**src/rtl/ps2_op_queue.sv**
```systemverilog
// ps2_op_queue: PS/2 scan-code parser with held-key tracking and a show-ahead op FIFO
module ps2_op_queue #(
  parameter int OP_W           = 4,
  parameter int FIFO_DEPTH     = 8,
  parameter int REPEAT_EN      = 0,
  parameter int PREFIX_TIMEOUT = 2000000
)(
  input  logic                          clk,
  input  logic                          rst,
  input  logic [7:0]                    scan_code,
  input  logic                          scan_valid,
  input  logic                          op_ready,
  input  logic                          ovf_clr,
  output logic [OP_W-1:0]               op,
  output logic                          op_valid,
  output logic [7:0]                    held,
  output logic [$clog2(FIFO_DEPTH):0]   fifo_count,
  output logic                          overflow
);
  localparam int AW = $clog2(FIFO_DEPTH);
  localparam int TW = PREFIX_TIMEOUT > 1 ? $clog2(PREFIX_TIMEOUT) : 1;
  typedef enum logic [1:0] {IDLE, EXT, BRK, EXT_BRK} state_t;
  state_t          r_state;
  logic [TW-1:0]   r_tcnt;
  logic [7:0]      r_held;
  logic [OP_W-1:0] r_mem [FIFO_DEPTH];
  logic [AW-1:0]   r_wp, r_rp;
  logic [AW:0]     r_cnt;
  logic [OP_W-1:0] r_op;
  logic            r_valid, r_ovf;
  logic            w_e0, w_f0, w_ext, w_make, w_brk, w_push, w_pop, w_full, w_wr;
  logic            w_ovf_set, w_tmo_on, w_tout;
  logic [3:0]      w_nk, w_ek, w_k;
  logic [7:0]      w_hbit;
  logic [OP_W-1:0] w_opk, w_head;
  logic [AW-1:0]   w_nrp;
  logic [AW:0]     w_ncnt;
  always_comb begin
    w_nk = 4'd0;
    w_ek = 4'd0;
    case (scan_code)
      8'h1D: w_nk = 4'd1;
      8'h1B: w_nk = 4'd2;
      8'h1C: w_nk = 4'd3;
      8'h23: w_nk = 4'd4;
      8'h5A: w_nk = 4'd5;
      8'h55: w_nk = 4'd6;
      8'h4E: w_nk = 4'd7;
      8'h29: w_nk = 4'd8;
      default: ;
    endcase
    case (scan_code)
      8'h75: w_ek = 4'd1;
      8'h72: w_ek = 4'd2;
      8'h6B: w_ek = 4'd3;
      8'h74: w_ek = 4'd4;
      8'h5A: w_ek = 4'd5;
      default: ;
    endcase
  end
  assign w_e0      = scan_code == 8'hE0;
  assign w_f0      = scan_code == 8'hF0;
  assign w_ext     = r_state == EXT || r_state == EXT_BRK;
  assign w_make    = scan_valid && (r_state == IDLE || r_state == EXT) && !w_e0 && !w_f0;
  assign w_brk     = scan_valid && (r_state == BRK || r_state == EXT_BRK);
  assign w_k       = w_ext ? w_ek : w_nk;
  // one-hot held bit for op k; zero for unmapped codes
  assign w_hbit    = 8'((9'd1 << w_k) >> 1);
  assign w_opk     = OP_W'(w_k);
  assign w_push    = w_make && (w_hbit != 8'd0) && (REPEAT_EN != 0 || (r_held & w_hbit) == 8'd0);
  assign w_pop     = r_valid && op_ready;
  assign w_full    = r_cnt == (AW+1)'(FIFO_DEPTH);
  assign w_wr      = w_push && (!w_full || w_pop);
  assign w_ovf_set = w_push && w_full && !w_pop;
  assign w_ncnt    = r_cnt + (AW+1)'(w_wr) - (AW+1)'(w_pop);
  assign w_nrp     = w_pop ? r_rp + AW'(1) : r_rp;
  // the next head may be the entry being written this very cycle
  assign w_head    = (w_wr && w_nrp == r_wp) ? w_opk : r_mem[w_nrp];
  assign w_tmo_on  = PREFIX_TIMEOUT != 0 && r_state != IDLE;
  assign w_tout    = r_tcnt == TW'(PREFIX_TIMEOUT - 1);
  always_ff @(posedge clk or posedge rst)
    if (rst) begin
      r_state <= IDLE;
      r_tcnt  <= '0;
    end else if (scan_valid) begin
      r_tcnt  <= '0;
      r_state <= r_state == IDLE ? (w_e0 ? EXT : w_f0 ? BRK : IDLE)
               : r_state == EXT  ? (w_f0 ? EXT_BRK : w_e0 ? EXT : IDLE) : IDLE;
    end else if (w_tmo_on) begin
      r_tcnt <= w_tout ? '0 : r_tcnt + TW'(1);
      if (w_tout) r_state <= IDLE;
    end
  always_ff @(posedge clk)
    if (w_wr) r_mem[r_wp] <= w_opk;
  always_ff @(posedge clk or posedge rst)
    if (rst) begin
      r_wp    <= '0;
      r_rp    <= '0;
      r_cnt   <= '0;
      r_op    <= '0;
      r_valid <= 1'b0;
      r_ovf   <= 1'b0;
      r_held  <= '0;
    end else begin
      r_wp    <= w_wr ? r_wp + AW'(1) : r_wp;
      r_rp    <= w_nrp;
      r_cnt   <= w_ncnt;
      r_valid <= w_ncnt != '0;
      r_op    <= w_ncnt != '0 ? w_head : '0;
      r_ovf   <= w_ovf_set || (r_ovf && !ovf_clr);
      r_held  <= w_make ? (r_held | w_hbit) : w_brk ? (r_held & ~w_hbit) : r_held;
    end
  assign op         = r_op;
  assign op_valid   = r_valid;
  assign held       = r_held;
  assign fifo_count = r_cnt;
  assign overflow   = r_ovf;
endmodule
```
**config.mk**
```make
export PLATFORM = sky130hd
export DESIGN_NAME = ps2_op_queue
export DESIGN_NICKNAME = d
export VERILOG_FILES = /design/src/rtl/ps2_op_queue.sv
export SDC_FILE = /design/constraint.sdc
export NUM_CORES = 1
export LEC_CHECK = 0
export CORE_MARGIN = 3
export CORE_UTILIZATION = 56
export CTS_CLUSTER_DIAMETER = 150
export CTS_CLUSTER_SIZE = 16
export DETAILED_ROUTE_END_ITERATION = 10
export DONT_BUFFER_PORTS = 1
export PLACE_DENSITY = 0.74
export SYNTH_ARGS = -nofsm -noshare
export SYNTH_HDL_FRONTEND = slang
export SYNTH_SLANG_ARGS = --single-unit
```
**constraint.sdc**
```tcl
create_clock -name clk -period 3.5 [get_ports clk]
set_clock_uncertainty 0.15 [all_clocks]
set_input_delay 0.7 -clock clk [delete_from_list [all_inputs] [get_ports clk]]
set_output_delay 0.7 -clock clk [all_outputs]
set_load 0.05 [all_outputs]
```
# Word level (Yosys, flattened, before mapping)
# Memory sizes are Yosys's and may differ from the RTL's.
# Cells that the tools add are included.
# word_totals
latch_bits	0
memories	1
ff_bits	47
ramBits	32
input_bits	13
romBits	0
out_inout_bits	18
# mem_list
name	words	word_bits	read_ports	rd_clocked_by_memory_dff	write_ports	line_no	source
r_mem	8	4	1	0	1	26	logic [OP_W-1:0] r_mem [FIFO_DEPTH];
# classes
bitwise	4
shifts	1
muxes	22
multipliers	0
reduce_logical	31
n_eq_ne	20
order_cmp	0
add_sub_neg	5
n_div	0
# ops
operator	n
21-bit two-way mux	3
8-bit by 7-bit == test with 1-bit output (second input constant)	7
4-bit one-hot mux with 8 select lines	1
8-bit by 5-bit == test with 1-bit output (second input constant)	3
21-bit by 1-bit adder with 21-bit output (second input constant)	1
21-bit == test (second input constant)	1
8-bit AND	2
8-bit by 6-bit == test with 1-bit output (second input constant)	2
8-bit == test (second input constant)	2
2-bit two-way mux	8
8-bit two-way mux	2
3-bit one-hot mux with 5 select lines	1
1-bit logical AND	12
4-bit two-way mux	3
1-bit by 4-bit << shifter with 9-bit output (first input constant)	1
8-bit logical NOT	1
8-bit NOT	1
8-bit OR	1
2-bit nonzero test	4
8-bit nonzero test	1
3-bit by 1-bit adder with 3-bit output (second input constant)	2
1-bit logical NOT	5
1-bit logical OR	5
4-bit by 1-bit adder with 4-bit output	1
10 further kinds	13

# Longest topological paths before layout
# Gate-level depths: netlist (run 1).
# logic_depth
ltp_word	12
ltp_mapped	16
ltp_nobuf	14

# Least setup slack after synthesis (run 1)
# Ideal clock, no wire load.
# synth_timing
kind	in2reg
startpoint	in scan_code[2]
endpoint	reg r_op[2], in the netlist op[2]
path_stages	16
t_arrival_ps	3991
path_slack_ps	-797
setup_time_ps	156
cell_sequence	buf_2 > nand3b_1 > o41ai_1 > a31oi_1 > or2_1 > buf_2 > a31o_4 > o22ai_4 > nand2b_1 > mux2i_1 > ha_1 > inv_1 > fa_1 > inv_1 > nor4_1 > a211oi_2
# synth_between
elab_chain_cells	12
elab_cells_between_ends	34
cone_classes	add/sub (2); eq/ne (14); shift (1); mux (5); bitwise (1); reduce/logical (11)
# synth_rtl
element	line_no	source
from (decl)	10	input logic [7:0] scan_code,
8-bit by 6-bit == test with 1-bit output, or another cell as far along	41	case (scan_code)
4-bit one-hot mux with 8 select lines or 3-bit one-hot mux with 5 select lines (tied branches)	41, 52	
4-bit two-way mux	66	assign w_k = w_ext ? w_ek : w_nk;
1-bit by 4-bit << shifter with 9-bit output	68	assign w_hbit = 8'((9'd1 << w_k) >> 1);
8-bit AND or 8-bit nonzero test (tied branches)	70	assign w_push = w_make && (w_hbit != 8'd0) && (REPEAT_EN != 0 || (r_held & w_hbit) == 8'd0);
8-bit logical NOT or 1-bit logical AND (tied branches)	70	
1-bit logical AND (*)	70	
1-bit logical AND (*)	73	assign w_wr = w_push && (!w_full || w_pop);
4-bit by 1-bit adder with 4-bit output (*)	75	assign w_ncnt = r_cnt + (AW+1)'(w_wr) - (AW+1)'(w_pop);
4-bit by 1-bit subtractor with 4-bit output (*)	75	
net w_ncnt[1]	37	logic [AW:0] w_ncnt;
4-bit nonzero test (*)	109	r_op <= w_ncnt != '0 ? w_head : '0;
4-bit two-way mux (*)	109	
to (signal assigned)	109	
to (decl)	29	logic [OP_W-1:0] r_op;
# The timed path passes the listed nets; every way through them passes the cells marked *.
# A chain may end at the register's enable or synchronous reset.

# Worst setup path after layout (run 1)
# layout_timing
startpoint	in scan_code[6]
endpoint	reg r_op[1], in the netlist op[1]
# Same word-level chain as after synthesis.

==> results of run 1 <==
==> layer usage <==
layer	GRT usage, %	share of wire (%)	vias to the layer above
met5	0	0	-
met4	7.43	1.5	0
met3	5.09	5.0	11
met2	35.2	50	61
met1	28.6	43	1420
li1	-	-	1431
==> worst register-to-register path, stage by stage (launching register included) <==
cell and delay [ns]:
dfrtp_1 0.40, or4b_1 0.48, a2111o_1 0.32, o211ai_2 0.11
inv_2 0.11, a31o_4 0.25, o22ai_4 0.15, nand2b_1 0.11
mux2i_1 0.18, ha_2 0.21, inv_2 0.04, fa_2 0.52
inv_2 0.05, nor4_4 0.25, buf_4 0.19, a211oi_1 0.05
==> cell type report <==
type                       count  area (um^2)  share of cell area [%]
clock buffer                   9          124                    2.62
inverter                      21         78.8                    1.67
clock inverter                 7         93.8                    1.99
tap                           96          120                    2.54
timing repair buffer          35          267                    5.65
multi-input combinational    260         1900                    40.3
sequential                    79         2140                    45.3
==> cells by family (layout without fill, tap and decap cells) <==
family	after synthesis	in the layout	synth area share [%]
AND/OR/NAND/NOR	149	149	19.9
adder cells (fa/ha/maj)	8	8	2.59
multiplexers	25	25	7.30
buffers and inverters	37	72	3.65
AO/OA/AOI/OAI	56	56	10.2
XOR/XNOR	22	22	4.83
flip-flops	79	79	51.5
==> power by group through the flow <==
stage,registers [uW],clock network (uW),logic [uW]
2_1_floorplan,1350,0,685
3_3_place_gp,1310,0,926
3_5_place_dp,1320,0,948
4_1_cts,1300,755,977
5_1_grt,1310,797,1090
6_report,1300,740,1000
==> path summary, 6_finish.rpt <==
check                        startpoint       endpoint  slack (ns)  cells past startpoint
setup / recovery           scan_code[6]          op[1]       -0.17                     15
hold / removal               scan_valid      r_tcnt[6]        0.26                      1
setup reg to reg             r_state[0]          op[1]       -0.17                     15
hold reg to reg               r_tcnt[3]      r_tcnt[3]        0.36                      1
max in group asynchronous           rst  fifo_count[3]        2.29                      1
min in group asynchronous           rst     r_tcnt[14]        0.30                      1
==> repair_timing <==
action,4_1_cts,5_1_grt
gates resized for setup,6,3
pin swaps,4,3
buffers inserted,1,1
endpoints found under the setup margin,5,5
==> metrics by stage <==
step	hold slack [ns]	setup TNS, ns	area (um^2)	power, uW	std cells
after floorplan	0.307	-2.68	4170	2040	376
final	0.259	-0.667	4720	3040	507
after global placement	0.343	-3.06	4470	2240	489
after global routing	0.242	-1.38	4720	3200	507
after detailed placement	0.338	-4.17	4470	2270	489
after CTS	0.242	-0.825	4700	3030	506
==> layout by cell type (no fill, tap or decap), types with 11 or more instances in the layout <==
cell type,n
inv_1,17
nor3_1,11
xor2_1,12
o21ai_0,13
dfrtp_1,47
buf_4,34
nor2_1,31
mux2i_1,19
nand2_1,25
nor2b_1,11
nand3_1,14
edfxtp_1,32
==> Yosys cell counts (all sizes together), types with 2 or more instances <==
library cell	n	area [um^2]
a211o	2	17.5
a211oi	6	50.1
a21oi	8	40.0
a31oi	3	18.8
a32o	2	20.0
and2	5	33.8
and3	3	18.8
and4	6	52.6
buf	7	36.3
clkbuf	9	36.3
dfrtp	47	1180
edfxtp	32	961
ha	7	87.6
inv	21	78.8
mux2	2	22.5
mux2i	19	190
mux4	4	90.1
nand2	25	93.8
nand2b	10	65.1
nand3	14	70.1
nand3b	5	37.5
nand4	5	31.3
nor2	31	116
nor2b	11	68.8
nor3	11	55.1
nor3b	4	30.0
nor4	6	37.5
nor4bb	6	60.1
o2111ai	3	26.3
o211ai	3	27.5
o21ai	14	70.1
o22ai	3	32.5
o31ai	5	51.3
o41ai	2	17.5
or3	2	12.5
or3b	2	17.5
xnor2	9	78.8
xor2	13	121
==> metrics.csv, run 1 <==
stage,metric,value,unit
route,first_pass_iters,5,
placed_design,hpwl,5990,um
clocking,clk_pin_slew,0.08,ns
worst_setup_path,critPathLaunchType,primary input,
outcome,status,"finished, violations left",
grt,grt_usage,21.7,%
worst_setup_path,slowest_delay,0.52,ns
synthesis,synth_cell_types,60,
worst_setup_path,crit_top_cell,inv_2,
placed_design,gp_congestion,0.869,
synthesis,synth_seq_cells,79,
worst_setup_path,crit_family,simple AND/OR/NAND/NOR gates,
grt,grt_pass1_vias,2963,
final_layout,drive_gt1_share,18.2,%
route,drtIter0Drc,200,
synthesis,synthCells,376,
grt,antenna_found_initial,0,
route,wl_per_cell,17.0,um
pwr,intPower,1940,uW
worst_setup_path,crit_type,in2reg,
clocking,cts_tree,yes,
synthesis,synth_area_per_cell,11.0,um^2
worst_setup_path,end_kind,flop,
worst_setup_path,worstPathMaxFanout,8,
grt,grt_first_pass_wirelength,14400,um
clocking,ctsHtreeMaxLevel,3,
route,route.detailed.drc,0,
synthesis,synth-edff-count,32,
route,vias_per_cell,5.77,
timing,fin_crit_sh,105,%
clocking,numCtsBuffers,9,
clocking,ctsHoldBuffers,0,
final_layout,nFillCells,536,
placed_design,port_buffers,0,
floorplanning,die_w,92.1,um
timing,period_needed,3.67,ns
pwr,swShare,36.3,%
floorplanning,fp-row-count,30,
clocking,root_buffer,clkbuf_8,
timing,slew_headroom,35.0,%
floorplanning,die_h,92.1,um
worst_setup_path,crit_chain,"or4b_1, a2111o_1, o211ai_2, inv_2, a31o_4, o22ai_4, nand2b_1, mux2i_1, ha_2, inv_2, fa_2, inv_2, nor4_4, buf_4, a211oi_1",
worst_setup_path,worstPathArrival,3.75,ns
synthesis,synthArstFlopShare,59.5,%
synthesis,syn_area,4150,um^2
synthesis,synth_nets,397,
final_layout,area_growth,13.8,%
job,maxCapViolCount,0,
clocking,clk_latency,0.35,ns
final_layout,antenna_cells,0,
timing,setup_viol,4,
pwr,power_frac_clock,24.3,%
pwr,ir_drop,0.233,mV
final_layout,final_nets,427,
synthesis,synth_ff_type,dfrtp_1,
worst_setup_path,cp_data_required_time,3.58,ns
worst_hold_path,hold_class,in2reg,
pwr,powerDensity,644,nW/um^2
outcome,violations,negative setup slack,
floorplanning,num_io_pins,31,
pwr,switchingPower,1100,uW
pwr,combPwrFrac,33.0,%
clocking,clock-sinks,79,
synthesis,yosys_warnings,0,
floorplanning,coreArea,6980,um^2
route,dr_total_vias,2923,
grt,grt_max_degree,48,
worst_setup_path,timing.critical_path.buf_inv,4,
clocking,ctsLongestPathBuffers,2,
timing,hold_viol,0,
timing,worst_slew_pin_slew,0.974,ns
floorplanning,die_area,8480,um^2
timing,setup_ws,-0.171,ns
timing,rsz0062_at_grt,true,
worst_setup_path,crit_slowest_cell,or4b_1,
route,drt-total-wl,8610,um
floorplanning,initial_core_util,59.4,%
pwr,power_leakage,0.00189,uW
pwr,seqPwrFrac,42.7,%
placed_design,dp_slack,-0.639,ns
final_layout,finalCoreUtilization,67.6,%
timing,fmax,272,MHz
route,ant_nets,0,
timing,finalMaxSlewViolations,0,
synthesis,seq_area_frac_synth,51.5,%
grt,overflow,0,
No activity file was read; power rests on OpenSTA's default activity.
==> run 2: changes to the inputs <==
--- a/config.mk
+++ b/config.mk
@@ -5,6 +5,7 @@
 export SDC_FILE = /design/constraint.sdc
 export NUM_CORES = 1
 export LEC_CHECK = 0
+export ABC_CLOCK_PERIOD_IN_PS = 3500
 export CORE_MARGIN = 3
 export CORE_UTILIZATION = 56
 export CTS_CLUSTER_DIAMETER = 150
==> results of run 2 <==
Same layout as run 1: the final DEF is identical, and so are final timing and power.
==> run 3: changes to the inputs <==
--- a/config.mk
+++ b/config.mk
@@ -12,6 +12,8 @@
 export CTS_CLUSTER_SIZE = 16
 export DETAILED_ROUTE_END_ITERATION = 10
 export DONT_BUFFER_PORTS = 1
+export GPL_ROUTABILITY_DRIVEN = 0
+export GPL_TIMING_DRIVEN = 0
 export PLACE_DENSITY = 0.74
 export SYNTH_ARGS = -nofsm -noshare
 export SYNTH_HDL_FRONTEND = slang
==> metrics.csv, run 3 (same netlist as run 1, synthesis figures left out) <==
stage,metric,value,unit
job,maxCapViolCount,0,
floorplanning,die_h,92.1,um
grt,grt_max_degree,36,
route,route.detailed.drc,0,
final_layout,drive_gt1_share,17.5,%
pwr,ir_drop,0.241,mV
timing,hold_viol,0,
pwr,switchingPower,1120,uW
worst_hold_path,hold_class,in2async,
clocking,root_buffer,clkbuf_8,
timing,setup_viol,5,
worst_setup_path,r2r_start,r_state[0],
grt,overflow,0,
floorplanning,die_w,92.1,um
pwr,powerDensity,652,nW/um^2
clocking,cts_tree,yes,
worst_setup_path,critPathLaunchType,primary input,
floorplanning,coreArea,6980,um^2
floorplanning,initial_core_util,59.4,%
pwr,seqPwrFrac,44.6,%
clocking,numCtsBuffers,9,
final_layout,finalCoreUtilization,67.1,%
clocking,clk_latency,0.34,ns
grt,antenna_found_initial,0,
worst_setup_path,worstPathArrival,3.88,ns
route,top_layer,met4,
pwr,swShare,36.6,%
pwr,p_total,3050,uW
timing,rsz0062_at_grt,true,
worst_setup_path,end_kind,flop,
timing,setup_ws,-0.316,ns
route,wl_per_cell,17.9,um
outcome,status,"finished, violations left",
route,first_pass_iters,5,
floorplanning,num_io_pins,31,
grt,grt_usage,22.1,%
floorplanning,fp-row-count,30,
route,dr_wl_met2,4610,um
route,routed-wl-met3,431,um
route,met1_length,3710,um
timing,period_needed,3.82,ns
placed_design,dp_slack,-1.02,ns
worst_setup_path,cp_data_required_time,3.56,ns
placed_design,hpwl,6100,um
timing,hold_ws,0.0318,ns
final_layout,final_cell_mix,"47 x dfrtp_1, 32 x edfxtp_1, 31 x nor2_1",
timing,fmax,262,MHz
placed_design,port_buffers,0,
clocking,clock-sinks,79,
worst_setup_path,worstPathMaxFanout,8,
timing,worst_slew_pin_slew,0.841,ns
final_layout,nFillCells,544,
worst_setup_path,crit_type,in2reg,
final_layout,final_nets,416,
pwr,combPwrFrac,31.4,%
route,vias_per_cell,5.91,
pwr,intPower,1930,uW
route,ant_nets,0,
timing,finalMaxSlewViolations,0,
final_layout,layout_commonest_cell,dfrtp_1,
final_layout,area_growth,12.9,%
outcome,violations,negative setup slack,
pwr,power_frac_clock,24.0,%
clocking,ctsHtreeMaxLevel,3,
pwr,power_leakage,0.00183,uW
route,drtIter0Drc,270,
clocking,clk_pin_slew,0.08,ns
timing,fin_crit_sh,109,%
route,drt-total-wl,8890,um
route,dr_total_vias,2932,
floorplanning,die_area,8480,um^2
final_layout,antenna_cells,0,
clocking,ctsLongestPathBuffers,2,
grt,grt_first_pass_wirelength,14700,um
worst_setup_path,startpoint,scan_code[6],
timing,slew_headroom,43.5,%
grt,grt_pass1_vias,2985,
-- run 3: power by group through the flow --
| stage | Sequential [uW] | Combinational, uW | Clock, uW |
|---|---|---|---|
| 6_report | 1360 | 956 | 732 |
| 5_1_grt | 1380 | 1050 | 774 |
| 4_1_cts | 1360 | 939 | 742 |
| 3_5_place_dp | 1380 | 835 | 0 |
| 3_3_place_gp | 1380 | 808 | 0 |
| 2_1_floorplan | 1350 | 685 | 0 |
-- run 3: timing repair --
action | CTS | global route
gates resized for setup | 16 | 13
setup endpoints to repair | 8 | 16
pin swaps | 8 | 1
buffers inserted | 9 | 0
cloned | 0 | 0
hold buffers | 0 | 0
-- run 3: path summary, 6_finish.rpt --
path                             end  slack (ns)  cells after the start
max                            op[1]       -0.32                     15
min                        r_tcnt[9]        0.03                      1
max reg2reg                    op[1]       -0.30                     15
min reg2reg                r_tcnt[3]        0.37                      1
max in group asynchronous      op[0]        2.66                      2
min in group clk            overflow        0.30                      1
-- run 3: area by class of cell --
type	instances	area, um^2	area share (%)
timing repair buffer	10	91.3	1.95
buffer	14	78.8	1.68
tap	96	120	2.57
clock inverter	5	81.3	1.74
sequential	79	2140	45.6
clock buffer	11	131	2.81
inverter	21	78.8	1.68
multi-input combinational	260	1960	41.9
-- run 3: critical path, stage by stage --
cell	delay, ns
or4b_1	0.51
a2111o_1	0.41
o211ai_2	0.12
inv_2	0.11
a31o_4	0.25
o22ai_4	0.20
nand2b_4	0.08
mux2i_2	0.20
ha_2	0.22
inv_2	0.04
fa_1	0.49
inv_2	0.05
nor4_4	0.27
buf_6	0.16
a211oi_2	0.05
-- run 3: layer usage --
metal / up-vias / GRT usage [%]
li1: 1409 / -
met1: 1443 / 27.3
met2: 67 / 38.0
met3: 13 / 4.10
met4: 0 / 9.65
met5: - / 0
-- run 3: through the flow --
| step | setup TNS [ns] | cells | area, um^2 |
|---|---|---|---|
| finish | -1.52 | 496 | 4680 |
| global route | -2.67 | 496 | 4680 |
| CTS | -1.08 | 496 | 4640 |
| detailed placement | -11.97 | 473 | 4310 |
| global placement | -9.46 | 472 | 4290 |
| floorplan | -2.68 | 376 | 4170 |
==> variant (config.mk and constraints of run 2) <==
`FIFO_DEPTH`: 8 -> 16.
--- a/src/rtl/ps2_op_queue.sv
+++ b/src/rtl/ps2_op_queue.sv
@@ -2,5 +2,5 @@
 module ps2_op_queue #(
   parameter int OP_W           = 4,
-  parameter int FIFO_DEPTH     = 8,
+  parameter int FIFO_DEPTH     = 16,
   parameter int REPEAT_EN      = 0,
   parameter int PREFIX_TIMEOUT = 2000000
Ports: changed (resized fifo_count); port bits go from 31 to 32. No check against the original RTL was run, so the function may have changed too.
==> variant against run 2 <==
The run still ends with negative setup slack left. Setup slack worse by 0.24 ns. Sequential power up 37%. Core utilization up 5.2 points. Clock power up 140%. Cell area up 47%. Power up 87%. Worst hold slack worse by 0.16 ns. Routed wire length up 53%. Synthesized area up 36%. Sequential cell count up 35. Cell count up 29%. Sequential share of layout area up 0.60 points. Critical path type unchanged. Largest cell class unchanged. Largest power group is now combinational cells.
==> variant: results (changes against run 2) <==
.. list-table::
   :header-rows: 1

   * - Metric
     - Value
   * - Max VDD drop
     - 0.8093 mV (+250%)
   * - NetSw
     - 1.996 mW (+81%)
   * - Synth cell types
     - 70 (+17%)
   * - Via count of the first global-routing pass
     - 4,032 (+36%)
   * - Syn Area/Cell
     - 12.36 µm² (+12%)
   * - Routability Congestion
     - 0.8600 (-1.1%)
   * - Final setup vio count
     - 5 (+1)
   * - Slowest stage cell on the critical path
     - or4b_4
   * - Clock insertion delay at the later pin of the skew report
     - 0.52 ns (+0.17 ns)
   * - Number of iterations in the first detailed-routing pass
     - 7 (+2)
   * - Most numerous cell types in the synthesized netlist
     - edfxtp_1 (64), dfrtp_1 (50), mux2i_1 (40)
   * - Critical path peak fanout
     - 7 (-1)
   * - Top_reg_cell synth
     - edfxtp_1
   * - Multiplexer fraction of the synthesized cell area
     - 10.75% (+3.4 points)
   * - Net count after synthesis
     - 481 (+21%)
   * - Seq/Total Area, Yosys
     - 56.32% (+4.8 points)
   * - Net count of the finished layout
     - 539 (+26%)
   * - Most frequently used cell type in the post-synthesis netlist
     - edfxtp_1
   * - Maximum number of pins on one net before global-route repair
     - 51 (+6.3%)
   * - Largest cells by area after synthesis
     - edfxtp_1 (34%), dfrtp_1 (22%), mux2i_1 (7.1%)
   * - Worst max-slew margin expressed relative to the limit
     - 29.69% (-5.3 points)
   * - Post-synth ARST share
     - 43.86% (-16 points)
   * - Global-route wire length before repair
     - 21.56 mm (+50%)
   * - Setup total negative slack
     - -1.996 ns (-1.329 ns)
   * - Final Routed Wirelength
     - 13.16 mm (+53%)
   * - Leak pwr
     - 2.892 nW (+53%)
   * - All-layer global routing usage
     - 25.17% (+3.5 points)
   * - Inserted Clock Buffers
     - 17 (+8)
   * - Data arrival time of the critical path
     - 4.15 ns (+0.40 ns)
   * - Clock transition at the registers of the reported paths
     - 0.06 ns (-0.02 ns)
   * - Count of filler cells inserted in the layout
     - 614 (+15%)
   * - Class of the tightest hold or removal check
     - input pin to flop
   * - Initial DRC count
     - 258 (+29%)
   * - Post-route insts no fill
     - 656 (+29%)
   * - Fraction of final layout cells sized beyond drive strength 1
     - 24.48% (+6.2 points)
   * - Run status
     - finished, violations left
   * - Mean number of vias per cell
     - 6.003 (+4.1%)
   * - Worst Slack Setup Final
     - -0.4097 ns (-0.2385 ns)
   * - EDFF count, synth
     - 64 (+100%)
   * - Quantity of I/O buffers inserted on ports
     - 0 (unchanged)
   * - Post-placement cell count
     - 621 (+27%)
   * - HPWL Detailed
     - 8.770 mm (+46%)
   * - Post-synthesis share of cell area spent on xor and xnor gates
     - 4.464% (-0.36 points)
   * - Violated checks
     - negative setup slack
   * - H-Tree Depth
     - 4 (+1)
   * - Adder-Cell Fraction of Synth Area
     - 2.798% (+0.20 points)
-- variant: timing repair --
action,4_1_cts,5_1_grt
hold endpoints to repair,0,0
hold buffers,0,0
buffers inserted,1,2
cloned,0,0
setup endpoints to repair,6,7
gates resized for setup,3,9
pin swaps,4,3
-- variant: worst paths after layout --
kind	startpoint	to	slack, ns	depth (start not counted)
setup / recovery	scan_code[7]	op[3]$_DFF_PP0_	-0.41	20
hold / removal	scan_valid	r_tcnt[4]$_DFFE_PP0P_	0.1	1
setup reg to reg	r_state[0]$_DFFE_PP0P_	op[3]$_DFF_PP0_	-0.36	20
hold reg to reg	r_tcnt[0]$_DFFE_PP0P_	r_tcnt[0]$_DFFE_PP0P_	0.37	1
max in group asynchronous	rst	r_wp[2]$_DFFE_PP0P_	2.37	1
min in group asynchronous	rst	fifo_count[4]$_DFF_PP0_	0.16	1
-- variant: critical path: cells and delay by family --
kind | cells | cell delay [ns]
XOR/XNOR | 1 | 0.13
buffers and inverters | 3 | 0.22
adder cells (fa/ha/maj) | 2 | 0.37
AO/OA/AOI/OAI | 5 | 1.13
AND/OR/NAND/NOR | 9 | 1.59
-- variant: metrics by stage --
step                total power, mW  util, %  hold slack (ns)  cell area, µm²  worst slack (ns)
floorplan                     3.280        -           0.3202            5769           -0.7697
global placement              3.767    65.52           0.3518            6226           -0.8023
detailed placement            3.834    65.52           0.3636            6226           -0.9697
CTS                           5.632    72.24          0.08674            6865           -0.3666
global route                  5.943    72.80          0.07038            6918           -0.5415
finish                        5.689    72.80          0.09748            6918           -0.4097
-- variant: cell families (layout without fill, tap and decap cells) --
kind of cell / after synthesis / after routing
adder cells (fa/ha/maj): 12 / 12
buffers and inverters: 40 / 111
multiplexers: 50 / 50
AND/OR/NAND/NOR: 154 / 154
AO/OA/AOI/OAI: 59 / 59
flip-flops: 114 / 114
XOR/XNOR: 27 / 27
-- variant: per-layer routing --
layer	vias up	GRT usage [%]	routed length, µm
met3	23	7.590	887
met4	0	7.586	194
met1	1934	34.20	5754
met5	-	0	0
li1	1833	-	-
met2	148	39.32	6324
-- variant: layout make-up --
cell class | instances | area share, %
Clock buffer | 24 | 7.578
Clock inverter | 8 | 1.338
Inverter | 26 | 1.501
Multi-Input combinational cell | 302 | 35.34
Sequential cell | 114 | 45.87
Tap cell | 129 | 2.333
Timing Repair Buffer | 53 | 6.041
-- variant: power groups by stage --
stage	logic, mW	clock network (mW)	registers [mW]
after floorplan	1.32	0	1.96
after global placement	1.96	0	1.80
after detailed placement	2.03	0	1.81
after CTS	2.07	1.77	1.78
after global routing	2.30	1.85	1.80
final	2.14	1.77	1.78
